`src/rtl/pll_lock_ctrl_if.sv`:
```
// Control/status bundle between the PLL lock supervisor and its surroundings.
// master: the supervisor itself; slave: PLL wrapper / downstream reset consumer.
interface pll_lock_ctrl_if;
    logic       pll_lock_i;
    logic       force_relock_i;
    logic       pll_rst_o;
    logic       sys_rst_o;
    logic       locked_o;
    logic       fault_o;
    logic [3:0] retry_cnt_o;

    modport master (
        input  pll_lock_i,
        input  force_relock_i,
        output pll_rst_o,
        output sys_rst_o,
        output locked_o,
        output fault_o,
        output retry_cnt_o
    );

    modport slave (
        output pll_lock_i,
        output force_relock_i,
        input  pll_rst_o,
        input  sys_rst_o,
        input  locked_o,
        input  fault_o,
        input  retry_cnt_o
    );
endinterface

```
`src/rtl/pll_lock_ctrl.sv`:
```
// PLL reset/lock supervisor: pulses PLL reset, qualifies LOCK, retries on timeout,
// and releases the downstream reset only while the PLL is qualified locked.
module pll_lock_ctrl #(
    parameter int unsigned RST_HOLD_CYC     = 16,
    parameter int unsigned LOCK_FILT_CYC    = 1024,
    parameter int unsigned LOCK_TIMEOUT_CYC = 50000,
    parameter int unsigned RETRY_MAX        = 7
) (
    input  logic                  clkin1,
    input  logic                  rst,
    pll_lock_ctrl_if.master       bus
);

    localparam int unsigned MAX_AB  = (RST_HOLD_CYC > LOCK_FILT_CYC) ? RST_HOLD_CYC : LOCK_FILT_CYC;
    localparam int unsigned MAX_CYC = (MAX_AB > LOCK_TIMEOUT_CYC) ? MAX_AB : LOCK_TIMEOUT_CYC;
    localparam int unsigned CNT_W   = $clog2(MAX_CYC) + 1;

    localparam logic [CNT_W-1:0] RST_LAST  = CNT_W'(RST_HOLD_CYC - 1);
    localparam logic [CNT_W-1:0] FILT_LAST = CNT_W'(LOCK_FILT_CYC - 1);
    localparam logic [CNT_W-1:0] TO_LAST   = CNT_W'(LOCK_TIMEOUT_CYC - 1);
    localparam logic [3:0]       RETRY_LIM = 4'(RETRY_MAX);

    typedef enum logic [2:0] {
        S_RESET_PLL,
        S_WAIT_LOCK,
        S_FILTER,
        S_LOCKED,
        S_FAULT
    } state_t;

    state_t           state_q, state_d;
    logic [CNT_W-1:0] cnt_q, cnt_d;
    logic [3:0]       retry_q, retry_d, retry_inc;
    logic             lock_meta, lock_s;
    logic             pll_rst_q, sys_rst_q, locked_q, fault_q;
    logic             pll_rst_d, sys_rst_d, locked_d, fault_d;

    // LOCK comes straight from the PLL analog block, asynchronous to clkin1.
    always_ff @(posedge clkin1) begin
        if (rst) begin
            lock_meta <= 1'b0;
            lock_s    <= 1'b0;
        end else begin
            lock_meta <= bus.pll_lock_i;
            lock_s    <= lock_meta;
        end
    end

    always_comb begin
        state_d   = state_q;
        retry_d   = retry_q;
        retry_inc = (retry_q == 4'hF) ? 4'hF : retry_q + 4'd1;

        if (bus.force_relock_i) begin
            state_d = S_RESET_PLL;
            retry_d = '0;
        end else begin
            case (state_q)
                S_RESET_PLL: begin
                    if (cnt_q == RST_LAST) state_d = S_WAIT_LOCK;
                end
                S_WAIT_LOCK: begin
                    if (lock_s) begin
                        state_d = S_FILTER;
                    end else if (cnt_q == TO_LAST) begin
                        retry_d = retry_inc;
                        state_d = (retry_inc == RETRY_LIM) ? S_FAULT : S_RESET_PLL;
                    end
                end
                S_FILTER: begin
                    // A glitch restarts the timeout window but is not a failed attempt.
                    if (!lock_s) begin
                        state_d = S_WAIT_LOCK;
                    end else if (cnt_q == FILT_LAST) begin
                        state_d = S_LOCKED;
                        retry_d = '0;
                    end
                end
                S_LOCKED: begin
                    if (!lock_s) state_d = S_RESET_PLL;
                end
                S_FAULT: begin
                    state_d = S_FAULT;
                end
                default: begin
                    state_d = S_RESET_PLL;
                end
            endcase
        end
    end

    always_comb begin
        cnt_d = cnt_q;
        if (bus.force_relock_i || (state_d != state_q)) begin
            cnt_d = '0;
        end else if (state_q inside {S_RESET_PLL, S_WAIT_LOCK, S_FILTER}) begin
            cnt_d = cnt_q + 1'b1;
        end
    end

    // Outputs are decoded from the next state so they land on the same edge as the state.
    always_comb begin
        pll_rst_d = (state_d == S_RESET_PLL) || (state_d == S_FAULT);
        sys_rst_d = (state_d != S_LOCKED);
        locked_d  = (state_d == S_LOCKED);
        fault_d   = (state_d == S_FAULT);
    end

    always_ff @(posedge clkin1) begin
        if (rst) begin
            state_q   <= S_RESET_PLL;
            cnt_q     <= '0;
            retry_q   <= '0;
            pll_rst_q <= 1'b1;
            sys_rst_q <= 1'b1;
            locked_q  <= 1'b0;
            fault_q   <= 1'b0;
        end else begin
            state_q   <= state_d;
            cnt_q     <= cnt_d;
            retry_q   <= retry_d;
            pll_rst_q <= pll_rst_d;
            sys_rst_q <= sys_rst_d;
            locked_q  <= locked_d;
            fault_q   <= fault_d;
        end
    end

    assign bus.pll_rst_o   = pll_rst_q;
    assign bus.sys_rst_o   = sys_rst_q;
    assign bus.locked_o    = locked_q;
    assign bus.fault_o     = fault_q;
    assign bus.retry_cnt_o = retry_q;

endmodule

```
`src/flat_wrapper.sv`:
```
// flat-port wrapper written by rule: the top's interface ports become plain ports
module pll_lock_ctrl_flat 
#(
    parameter int unsigned RST_HOLD_CYC     = 16,
    parameter int unsigned LOCK_FILT_CYC    = 1024,
    parameter int unsigned LOCK_TIMEOUT_CYC = 50000,
    parameter int unsigned RETRY_MAX        = 7
)
  (clkin1, rst, bus_pll_lock_i, bus_force_relock_i, bus_pll_rst_o, bus_sys_rst_o, bus_locked_o, bus_fault_o, bus_retry_cnt_o);
  pll_lock_ctrl_if bus_i ();
  input  logic clkin1;
  input  logic rst;
  input wire logic [$bits(bus_i.pll_lock_i)-1:0] bus_pll_lock_i;
  input wire logic [$bits(bus_i.force_relock_i)-1:0] bus_force_relock_i;
  output wire logic [$bits(bus_i.pll_rst_o)-1:0] bus_pll_rst_o;
  output wire logic [$bits(bus_i.sys_rst_o)-1:0] bus_sys_rst_o;
  output wire logic [$bits(bus_i.locked_o)-1:0] bus_locked_o;
  output wire logic [$bits(bus_i.fault_o)-1:0] bus_fault_o;
  output wire logic [$bits(bus_i.retry_cnt_o)-1:0] bus_retry_cnt_o;
  assign bus_i.pll_lock_i = bus_pll_lock_i;
  assign bus_i.force_relock_i = bus_force_relock_i;
  assign bus_pll_rst_o = bus_i.pll_rst_o;
  assign bus_sys_rst_o = bus_i.sys_rst_o;
  assign bus_locked_o = bus_i.locked_o;
  assign bus_fault_o = bus_i.fault_o;
  assign bus_retry_cnt_o = bus_i.retry_cnt_o;
  pll_lock_ctrl #(.RST_HOLD_CYC(RST_HOLD_CYC), .LOCK_FILT_CYC(LOCK_FILT_CYC), .LOCK_TIMEOUT_CYC(LOCK_TIMEOUT_CYC), .RETRY_MAX(RETRY_MAX)) u_core (.clkin1(clkin1), .rst(rst), .bus(bus_i));
endmodule
```
`config.mk`:
```
export PLATFORM = sky130hd
export DESIGN_NAME = pll_lock_ctrl_flat
export DESIGN_NICKNAME = d
export VERILOG_FILES = /design/src/rtl/pll_lock_ctrl_if.sv /design/src/rtl/pll_lock_ctrl.sv /design/src/flat_wrapper.sv
export SDC_FILE = /design/constraint.sdc
export NUM_CORES = 1
export LEC_CHECK = 0
export ABC_AREA = 1
export ABC_CLOCK_PERIOD_IN_PS = 4500
export BUFFER_PORTS_ARGS = -buffer_cell sky130_fd_sc_hd__buf_4
export CAP_MARGIN = 20
export CELL_PAD_IN_SITES_DETAIL_PLACEMENT = 0
export CELL_PAD_IN_SITES_GLOBAL_PLACEMENT = 1
export CORE_MARGIN = 4
export CORE_UTILIZATION = 47
export DETAILED_ROUTE_END_ITERATION = 8
export PLACE_DENSITY_LB_ADDON = 0.1
export SKIP_CTS_REPAIR_TIMING = 1
export SYNTH_ARGS = -nofsm -noshare
export SYNTH_HDL_FRONTEND = slang
export SYNTH_SLANG_ARGS = --single-unit
```
`constraint.sdc`:
```
create_clock -name clkin1 -period 4.5 [get_ports clkin1]
set_clock_uncertainty 0.15 [all_clocks]
set_input_delay 0.675 -clock clkin1 [delete_from_list [all_inputs] [get_ports clkin1]]
set_output_delay 0.675 -clock clkin1 [all_outputs]
set_load 0.02 [all_outputs]
```
==> impl_summary.log, run 1 <==
[metrics] run status: complete, no violations
[metrics] Clock transition at path regs: approximately 0.090 ns
[metrics] maximum capacitance violations: 0
[metrics] fraction of post-synthesis cell area in the top cell type by area: 35.29%
[metrics] endpoint of the worst-slack reg-to-reg timing path: u_core.cnt_q[3]
[metrics] setup slack of the most critical reg-to-reg path: 2.35 ns
[metrics] total routed wirelength: 3333 um
[metrics] worst r2r src: u_core.cnt_q[0]
[metrics] overall die height: 68.17 um
[metrics] routed length per placed instance: 11.61 um
[metrics] syn nets: ~230
[metrics] number of port buffers: 11
[metrics] gr ovfl total: 0
[metrics] violation count after the first detailed-route iteration: between 90 and 100
[metrics] fillers: 329
[metrics] number of enable-type register cells in the synthesized netlist: 0
[metrics] Critical Path Fanout Max: 17
[metrics] Synth Register Bits: 30
[metrics] leakage power of the design: roughly 0.73 nW
[metrics] Post-Synthesis Cell Area: 1702 sq um
[metrics] peak supply drop: 0.1653 mV
[metrics] maximum number of pins on one net before global-route repair: 18
[metrics] Hold Violations, Final: 0
[metrics] relative max-transition margin: 72.22%
[metrics] Setup crit end kind: register
[metrics] Detailed Place HPWL: approximately 2500 um
[metrics] number of instances in the synthesized netlist: 225
[metrics] number of ports placed on the die boundary: 12
[metrics] clock sink total: 30
[metrics] worst hold stages: 2
[metrics] warning count from the yosys run: 0
[metrics] area growth from synthesis to final layout: 10.00%
[metrics] final weighted congestion in routability-driven placement: 0.8669
[metrics] number of design rule violations left after detail routing: 0
[metrics] worst-margin pin slew: ~0.42 ns
[metrics] share of cells above drive strength 1: about a fifth
[metrics] critical path data arrival time: 2.24 ns
[metrics] cell chosen for the clock root: sky130_fd_sc_hd__clkbuf_4
[metrics] list of most frequent post-synthesis cells: sky130_fd_sc_hd__nand2_1, sky130_fd_sc_hd__nor2_1, sky130_fd_sc_hd__dfxtp_1
[metrics] vias post-DR: 1,427
[metrics] number of antenna violations at the first check in global routing: 0
[metrics] clock latency at the later pin of the worst-skew pair: 0.32 ns
[metrics] type of element launching the critical path: register
[metrics] TritonCTS clock tree: done
[metrics] Min Hold Slack: between 0.2 and 0.3 ns
[metrics] wire length of the first global-routing pass: between 5000 and 6000 um
[metrics] setup repair after global routing missed its margin: false
[metrics] count of unique library cells instantiated by Yosys: 29
[metrics] First-pass DRT Iterations: 5
[metrics] via density per instance: 4.972
[metrics] Req. time, crit path: around 4.6 ns
[metrics] antenna cells: 0
[metrics] number of buffers inserted during clock tree synthesis: 5
[metrics] PD cells: 240.5 nW/um^2
[metrics] Setup CP Type: register to register
[metrics] # H-tree levels: 2
[metrics] Area contributors post-synth: sky130_fd_sc_hd__dfxtp_1, sky130_fd_sc_hd__nand2_1, sky130_fd_sc_hd__nor2_1
[metrics] die area: ~4600 sq um
[metrics] Hold Crit Class: register to register
[metrics] via count of the first global-routing pass: 1,286
[metrics] worst reg2reg path depth: 11
[metrics] effective utilization at floorplan: between 40% and 50%
[metrics] final period demand of the worst path: approximately 2.1 ns
[metrics] Hold Crit Start: u_core.lock_meta
[metrics] Row Count: 21
[metrics] gr usage total: 16.86%
[metrics] pins over their slew limit: 0
[metrics] Syn Area/Cell: 7.563 sq um
[metrics] Bufs on Longest Clock Path: 2
[metrics] setup_tns: 0 ns
[metrics] Min-Delay Endpoint: u_core.lock_s
[metrics] floorplan die width: between 60 and 70 um
[metrics] Final ANT Viol Nets: 0
[metrics] number of nets in the layout: 246
[metrics] endpoints failing setup: 0
[metrics] Fmax: 0.4661 GHz
[metrics] placeable core area: 3416 sq um
[metrics] final critical-path share of the clock period: between 40% and 50%
[metrics] most frequently used cell type in the post-synthesis netlist: sky130_fd_sc_hd__nand2_1
[metrics] dominant register cell in the synthesized netlist: sky130_fd_sc_hd__dfxtp_1
[metrics] async set-or-reset flop fraction in the synthesized netlist: 0%
[metrics] Synth area leader: sky130_fd_sc_hd__dfxtp_1
[metrics] share of the yosys chip area belonging to registers: 35.29%
[worst max path at each step]
stage | start | to | slack [ns] | cells after the start
floorplan | u_core.bus.retry_cnt_o[0] | u_core.cnt_q[12] | 2.56 | 11
global placement | bus_force_relock_i | u_core.cnt_q[6] | 2.30 | 8
detailed placement | bus_force_relock_i | u_core.cnt_q[1] | 2.22 | 8
CTS | u_core.cnt_q[0] | u_core.cnt_q[1] | 2.36 | 11
global route | u_core.cnt_q[0] | u_core.cnt_q[3] | 2.18 | 11
finish | u_core.cnt_q[0] | u_core.cnt_q[3] | 2.35 | 11
[registers in the layout, summed over array words and instances, names as in the netlist]
name,cells
u_core.bus.sys_rst_o,1
u_core.state_q,3
u_core.bus.fault_o,1
u_core.lock_s,1
u_core.lock_meta,1
u_core.bus.pll_rst_o,1
u_core.bus.retry_cnt_o,4
u_core.cnt_q,17
u_core.bus.locked_o,1
[through the flow]
stage          cells  util [%]  total power, mW  instance area [sq um]  setup slack, ns
2_1_floorplan    225         -           0.2868                   1702            2.563
3_3_place_gp     279     53.04           0.2893                   1812            2.300
3_5_place_dp     279     53.04           0.2900                   1812            2.215
4_1_cts          287     54.80           0.4575                   1872            2.358
5_1_grt          287     54.80           0.4726                   1872            2.179
6_report         287     54.80           0.4501                   1872            2.354
[cells in the final DEF (no fill, tap or decap), types with 7 or more instances in the layout]
cell type / instances
sky130_fd_sc_hd__a21oi_1: 7
sky130_fd_sc_hd__nand3_1: 15
sky130_fd_sc_hd__inv_1: 23
sky130_fd_sc_hd__buf_4: 11
sky130_fd_sc_hd__dfxtp_1: 30
sky130_fd_sc_hd__nand2_1: 38
sky130_fd_sc_hd__nor2_4: 11
sky130_fd_sc_hd__nand4_1: 11
sky130_fd_sc_hd__xor2_1: 12
sky130_fd_sc_hd__nor2_1: 35
[area by class of cell]
cell class	instances	area [sq um]	area share (%)
Sequential cell	30	600.6	32.09
Timing Repair Buffer	11	82.58	4.412
Inverter	28	105.1	5.615
Multi-Input combinational cell	164	965.9	51.60
Clock inverter	1	5.005	0.2674
Tap cell	46	57.56	3.075
Clock buffer	7	55.05	2.941
[worst max-delay path, stage by stage (launching register included)]
cell	delay [ns]
sky130_fd_sc_hd__dfxtp_1	0.37
sky130_fd_sc_hd__ha_1	0.19
sky130_fd_sc_hd__nand3_1	0.14
sky130_fd_sc_hd__nor2_1	0.18
sky130_fd_sc_hd__nand3_1	0.13
sky130_fd_sc_hd__nand2_1	0.08
sky130_fd_sc_hd__nand2_1	0.06
sky130_fd_sc_hd__nand3_2	0.09
sky130_fd_sc_hd__nand2_1	0.09
sky130_fd_sc_hd__nand2_2	0.08
sky130_fd_sc_hd__nand3_4	0.31
sky130_fd_sc_hd__nor2_1	0.19
[per-layer routing]
metal  up-vias  track usage [%]  share of wire [%]
met5         -                0                  0
met4         0            6.700               0.63
met3         2            4.433                5.4
met2        28            24.07                 45
met1       651            23.88                 49
li1        746                -                  -
[report_power, final]
| group | internal (mW) | total [mW] | switching (mW) |
|---|---|---|---|
| Clock | 0.0756 | 0.167 | 0.0910 |
| Sequential | 0.267 | 0.269 | 0.00162 |
| Combinational | 0.00486 | 0.0148 | 0.00999 |
| Total | 0.347 | 0.450 | 0.103 |
[cells by family after synthesis]
family / count (synthesis) / share of synthesized area, %
AND/OR/NAND/NOR: 132 / 42.06
AO/OA/AOI/OAI: 12 / 3.824
XOR/XNOR: 16 / 8.235
multiplexers: 2 / 1.177
adder cells (fa/ha/maj): 2 / 1.470
buffers and inverters: 31 / 7.941
flip-flops: 30 / 35.29
Note: power is estimated with default switching activity, not from simulation.
==> run 2: changes to the inputs <==
Settings changed: ABC_CLOCK_PERIOD_IN_PS 4500 to 1950, CORE_UTILIZATION 47 to 39.
Clock period 4.5 ns to 1.95 ns, I/O delays scaled along.
==> impl_summary.log, run 2 (synthesis results as in run 1) <==
[metrics] area after detailed placement: 1969 sq um (was 1812 sq um)
[metrics] Row Count: 23 (was 21)
[metrics] violation count after the first detailed-route iteration: 62 (was 99)
[metrics] leakage power of the design: 0.8500 nW (was 0.7324 nW)
[metrics] Hold Crit Start: rst (was u_core.lock_meta)
[metrics] die area: 5484 sq um (was 4647 sq um)
[metrics] Critical Path Fanout Max: 8 (was 17)
[metrics] peak supply drop: 0.5406 mV (was 0.1653 mV)
[metrics] gr usage total: 14.88% (was 16.86%)
[metrics] # H-tree levels: 2 (unchanged)
[metrics] floorplan die width: 74.06 um (was 68.17 um)
[metrics] worst reg2reg path depth: 12 (was 11)
[metrics] final period demand of the worst path: 1.841 ns (was 2.146 ns)
[metrics] cell chosen for the clock root: sky130_fd_sc_hd__clkbuf_8 (was sky130_fd_sc_hd__clkbuf_4)
[metrics] number of port buffers: 11 (unchanged)
[metrics] number of flip-flops under the largest register name: 17 (unchanged)
[metrics] commonest cells after routing, fill and taps aside: sky130_fd_sc_hd__nand2_1, sky130_fd_sc_hd__nor2_1, sky130_fd_sc_hd__buf_4, sky130_fd_sc_hd__dfxtp_1, sky130_fd_sc_hd__inv_1 (was sky130_fd_sc_hd__nand2_1, sky130_fd_sc_hd__nor2_1, sky130_fd_sc_hd__dfxtp_1, sky130_fd_sc_hd__inv_1, sky130_fd_sc_hd__nand3_1)
[metrics] Setup CP Type: register to register (unchanged)
[metrics] effective utilization at floorplan: 41.35% (was 49.82%)
[metrics] via density per instance: 4.663 (was 4.972)
[metrics] antenna cells: 0 (unchanged)
[metrics] most common cell after layout, fill and taps aside: sky130_fd_sc_hd__nand2_1 (unchanged)
[metrics] worst r2r src: u_core.cnt_q[1] (was u_core.cnt_q[0])
[metrics] vias post-DR: 1,441 (was 1,427)
[metrics] Hold Violations, Final: 0 (unchanged)
[metrics] pins over their slew limit: 0 (unchanged)
[metrics] Min-Delay Endpoint: u_core.lock_meta (was u_core.lock_s)
[metrics] type of element launching the critical path: register (unchanged)
[metrics] Detailed Place HPWL: 2798 um (was 2507 um)
[metrics] clock sink total: 30 (unchanged)
[metrics] final critical-path share of the clock period: 94.43% (was 47.68%)
[metrics] clock latency at the later pin of the worst-skew pair: 0.27 ns (was 0.32 ns)
[metrics] PD cells: 549.3 nW/um^2 (was 240.5 nW/um^2)
[metrics] critical path data arrival time: 1.90 ns (was 2.24 ns)
[metrics] routed length per placed instance: 11.95 um (was 11.61 um)
[metrics] worst hold stages: 2 (unchanged)
[metrics] First-pass DRT Iterations: 4 (was 5)
[metrics] register containing the most flip-flops in the final layout: u_core.cnt_q (unchanged)
[metrics] number of design rule violations left after detail routing: 0 (unchanged)
[metrics] placeable core area: 4115 sq um (was 3416 sq um)
[metrics] number of nets in the layout: 264 (was 246)
[metrics] number of ports placed on the die boundary: 12 (unchanged)
[metrics] maximum number of pins on one net before global-route repair: 10 (was 18)
[metrics] setup slack of the most critical reg-to-reg path: 0.11 ns (was 2.35 ns)
[metrics] total routed wirelength: 3693 um (was 3333 um)
[metrics] design area: 2133 sq um (was 1872 sq um)
[metrics] Final ANT Viol Nets: 0 (unchanged)
[metrics] maximum capacitance violations: 0 (unchanged)
[metrics] share of cells above drive strength 1: 31.66% (was 20.33%)
[metrics] final weighted congestion in routability-driven placement: 0.7921 (was 0.8669)
[metrics] Clock transition at path regs: 0.06 ns (was 0.09 ns)
[metrics] via count of the first global-routing pass: 1,379 (was 1,286)
[metrics] area growth from synthesis to final layout: 25.37% (was 10.00%)
[metrics] Bufs on Longest Clock Path: 2 (unchanged)
[metrics] run status: complete, no violations (unchanged)
[metrics] gr ovfl total: 0 (unchanged)
[metrics] wire length of the first global-routing pass: 6341 um (was 5837 um)
[metrics] number of antenna violations at the first check in global routing: 0 (unchanged)
[metrics] Hold Crit Class: primary input to register (was register to register)
[metrics] relative max-transition margin: 83.48% (was 72.22%)
[metrics] overall die height: 74.06 um (was 68.17 um)
[metrics] Req. time, crit path: 2.01 ns (was 4.60 ns)
[metrics] endpoints failing setup: 0 (unchanged)
[metrics] number of buffers inserted during clock tree synthesis: 5 (unchanged)
[metrics] Fmax: 0.5431 GHz (was 0.4661 GHz)
[metrics] TritonCTS clock tree: done (unchanged)
[metrics] Min Hold Slack: 0.06202 ns (was 0.2613 ns)
[metrics] worst-margin pin slew: 0.2410 ns (was 0.4168 ns)
[metrics] endpoint of the worst-slack reg-to-reg timing path: u_core.cnt_q[5] (was u_core.cnt_q[3])
[metrics] Setup crit end kind: register (unchanged)
==> run 2: area by class of cell <==
cell class / instances / area (sq um)
Fill cell: 443 / 1982
Tap cell: 50 / 62.56
Timing Repair Buffer: 29 / 242.7
Sequential cell: 30 / 604.3
Clock buffer: 7 / 86.33
Inverter: 28 / 105.1
Clock inverter: 1 / 5.005
Multi-Input combinational cell: 164 / 1027
==> run 2: worst max-delay path by stage <==
| stage | cells after the start | from | to | slack, ns |
|---|---|---|---|---|
| final | 12 | u_core.cnt_q[1] | u_core.cnt_q[5] | 0.11 |
| after global routing | 12 | u_core.cnt_q[0] | u_core.cnt_q[5] | -0.02 |
| after CTS | 12 | u_core.cnt_q[1] | u_core.cnt_q[5] | 0.007 |
| after detailed placement | 12 | u_core.cnt_q[1] | u_core.cnt_q[5] | 0.03 |
| after global placement | 12 | u_core.cnt_q[1] | u_core.cnt_q[0] | 0.05 |
| after floorplan | 11 | u_core.bus.retry_cnt_o[0] | u_core.cnt_q[12] | 0.01 |
==> run 2: power by group <==
part	leakage, nW	internal [mW]	switching (mW)
sequential	0.244	0.617	0.00332
combinational	0.558	0.0200	0.0259
clock	0.0482	0.284	0.222
total	0.850	0.921	0.251
==> run 2: stage by stage <==
stage | util [%] | TNS, ns | setup WS [ns] | std cells | power, mW
global route | 51.84 | -0.04672 | -0.01833 | 309 | 1.232
finish | 51.84 | 0 | 0.1086 | 309 | 1.172
detailed placement | 47.86 | 0 | 0.02519 | 300 | 0.6810
CTS | 50.08 | 0 | 0.006936 | 308 | 1.195
floorplan | - | 0 | 0.01280 | 225 | 0.6618
global placement | 47.86 | 0 | 0.04974 | 300 | 0.6803
==> run 2: critical path: stages (launching register included) <==
cell,delay (ns)
sky130_fd_sc_hd__dfxtp_2,0.33
sky130_fd_sc_hd__ha_2,0.20
sky130_fd_sc_hd__nand3_4,0.11
sky130_fd_sc_hd__nor2_4,0.11
sky130_fd_sc_hd__nand3_2,0.10
sky130_fd_sc_hd__nand2_1,0.07
sky130_fd_sc_hd__nand2_1,0.06
sky130_fd_sc_hd__nand3_2,0.09
sky130_fd_sc_hd__nand2_1,0.09
sky130_fd_sc_hd__nand2_2,0.08
sky130_fd_sc_hd__nand3_4,0.12
sky130_fd_sc_hd__buf_12,0.17
sky130_fd_sc_hd__nor2_1,0.08
==> run 2: routing by layer <==
metal	wire, um	global-route usage (%)
met1	1940	22.03
met3	103	3.243
met4	27	4.628
met5	0	0
met2	1622	21.36
==> run 3: changes to the inputs <==
Settings changed: RECOVER_POWER set to 25.
==> impl_summary.log, run 3 (synthesis results as in run 1) <==
[metrics] run status: complete, no violations (unchanged)
[metrics] wire length of the first global-routing pass: 6341 um (unchanged)
[metrics] routed length per placed instance: 11.93 um (was 11.95 um)
[metrics] floorplan die width: 74.06 um (unchanged)
[metrics] via count of the first global-routing pass: 1,379 (unchanged)
[metrics] worst-margin pin slew: 0.2410 ns (unchanged)
[metrics] gr ovfl total: 0 (unchanged)
[metrics] number of flip-flops under the largest register name: 17 (unchanged)
[metrics] TritonCTS clock tree: done (unchanged)
[metrics] Crit. Startpoint: u_core.cnt_q[1] (unchanged)
[metrics] die area: 5484 sq um (unchanged)
[metrics] Setup CP Type: register to register (unchanged)
[metrics] violation count after the first detailed-route iteration: 70 (was 62)
[metrics] critical path data arrival time: 1.90 ns (about the same)
[metrics] design area: 2115 sq um (was 2133 sq um)
[metrics] Hold Crit Class: primary input to register (unchanged)
[metrics] number of design rule violations left after detail routing: 0 (unchanged)
[metrics] placeable core area: 4115 sq um (unchanged)
[metrics] fillers: 445 (was 443)
[metrics] number of port buffers: 11 (unchanged)
[metrics] gr usage total: 14.88% (unchanged)
[metrics] final period demand of the worst path: 1.842 ns (was 1.841 ns)
[metrics] Finished Layout Cells: 309 (unchanged)
[metrics] share of cells above drive strength 1: 29.73% (was 31.66%)
[metrics] register containing the most flip-flops in the final layout: u_core.cnt_q (unchanged)
[metrics] Row Count: 23 (unchanged)
[metrics] clock sink total: 30 (unchanged)
[metrics] vias post-DR: 1,442 (was 1,441)
[metrics] via density per instance: 4.667 (was 4.663)
[metrics] clock latency at the later pin of the worst-skew pair: 0.27 ns (about the same)
[metrics] Req. time, crit path: 2.01 ns (about the same)
[metrics] number of antenna violations at the first check in global routing: 0 (unchanged)
[metrics] First-pass DRT Iterations: 7 (was 4)
[metrics] pins over their slew limit: 0 (unchanged)
[metrics] most common cell after layout, fill and taps aside: sky130_fd_sc_hd__nand2_1 (unchanged)
[metrics] Setup crit end kind: register (unchanged)
[metrics] leakage power of the design: 0.8310 nW (was 0.8500 nW)
[metrics] Fmax: 0.5430 GHz (was 0.5431 GHz)
[metrics] maximum capacitance violations: 0 (unchanged)
[metrics] Clock transition at path regs: 0.06 ns (about the same)
[metrics] PD cells: 553.8 nW/um^2 (was 549.3 nW/um^2)
[metrics] final critical-path share of the clock period: 94.44% (was 94.43%)
[metrics] Hold Violations, Final: 0 (unchanged)
[metrics] peak supply drop: 0.5410 mV (was 0.5406 mV)
[metrics] Final ANT Viol Nets: 0 (unchanged)
[metrics] effective utilization at floorplan: 41.35% (unchanged)
[metrics] overall die height: 74.06 um (unchanged)
[metrics] # H-tree levels: 2 (unchanged)
[metrics] area growth from synthesis to final layout: 24.26% (was 25.37%)
[metrics] number of nets in the layout: 264 (unchanged)
[metrics] Bufs on Longest Clock Path: 2 (unchanged)
[metrics] cell chosen for the clock root: sky130_fd_sc_hd__clkbuf_8 (unchanged)
[metrics] DP Cell Count: 300 (unchanged)
[metrics] area after detailed placement: 1969 sq um (unchanged)
[metrics] commonest cells after routing, fill and taps aside: sky130_fd_sc_hd__nand2_1, sky130_fd_sc_hd__nor2_1, sky130_fd_sc_hd__dfxtp_1, sky130_fd_sc_hd__inv_1, sky130_fd_sc_hd__buf_4 (was sky130_fd_sc_hd__nand2_1, sky130_fd_sc_hd__nor2_1, sky130_fd_sc_hd__buf_4, sky130_fd_sc_hd__dfxtp_1, sky130_fd_sc_hd__inv_1)
[metrics] maximum number of pins on one net before global-route repair: 10 (unchanged)
[metrics] worst r2r src: u_core.cnt_q[1] (unchanged)
[metrics] antenna cells: 0 (unchanged)
[metrics] number of ports placed on the die boundary: 12 (unchanged)
[metrics] type of element launching the critical path: register (unchanged)
[metrics] Min Hold Slack: 0.06263 ns (was 0.06202 ns)
[metrics] Detailed Place HPWL: 2798 um (unchanged)
[metrics] relative max-transition margin: 83.48% (unchanged)
[metrics] endpoints failing setup: 0 (unchanged)
[metrics] total routed wirelength: 3686 um (was 3693 um)
[metrics] overall power of the completed layout: 1.171 mW (was 1.172 mW)
[metrics] final weighted congestion in routability-driven placement: 0.7921 (unchanged)
[metrics] Hold Crit Start: rst (unchanged)
[metrics] number of buffers inserted during clock tree synthesis: 5 (unchanged)
[metrics] Critical Path Fanout Max: 8 (unchanged)
-- run 3: final cells by class --
cell class / instances / area, sq um / share of cell area [%]
Sequential cell: 30 / 604.3 / 28.58
Tap cell: 50 / 62.56 / 2.959
Timing Repair Buffer: 29 / 224.0 / 10.59
Multi-Input combinational cell: 164 / 1027 / 48.58
Clock inverter: 1 / 5.005 / 0.2367
Clock buffer: 7 / 86.33 / 4.083
Inverter: 28 / 105.1 / 4.970
-- run 3: critical path, stage by stage, from the launching register on --
cell and delay (ns):
sky130_fd_sc_hd__dfxtp_2 0.33, sky130_fd_sc_hd__ha_2 0.20, sky130_fd_sc_hd__nand3_4 0.11, sky130_fd_sc_hd__nor2_4 0.11, sky130_fd_sc_hd__nand3_2 0.10, sky130_fd_sc_hd__nand2_1 0.07
sky130_fd_sc_hd__nand2_1 0.06, sky130_fd_sc_hd__nand3_2 0.09, sky130_fd_sc_hd__nand2_1 0.09, sky130_fd_sc_hd__nand2_2 0.08, sky130_fd_sc_hd__nand3_4 0.12, sky130_fd_sc_hd__buf_12 0.17
sky130_fd_sc_hd__nor2_1 0.08
-- run 3: worst paths after layout --
check	cells past startpoint	slack, ns	to
worst max-delay path	12	0.11	u_core.cnt_q[5]
worst min-delay path	2	0.06	u_core.lock_meta
worst max register to register	12	0.11	u_core.cnt_q[5]
worst min register to register	2	0.25	u_core.lock_s
-- run 3: metrics by stage --
stage | TNS (ns) | util, % | worst slack, ns
floorplan | 0 | - | 0.01280
global placement | 0 | 47.86 | 0.04974
detailed placement | 0 | 47.86 | 0.02519
CTS | 0 | 50.08 | 0.006936
global route | -0.04666 | 51.38 | -0.01831
finish | 0 | 51.38 | 0.1084
-- run 3: per-layer routing --
| metal | GRT usage [%] | wire (um) |
|---|---|---|
| met5 | 0 | 0 |
| met4 | 4.628 | 27 |
| met3 | 3.243 | 111 |
| met2 | 21.36 | 1621 |
| met1 | 22.03 | 1925 |
-- run 3: power by group --
part | switching (mW) | leakage, nW | total, mW | internal [mW]
Combinational | 0.0259 | 0.539 | 0.0457 | 0.0198
Sequential | 0.00332 | 0.244 | 0.620 | 0.617
Clock | 0.221 | 0.0482 | 0.505 | 0.284
Total | 0.250 | 0.831 | 1.17 | 0.921
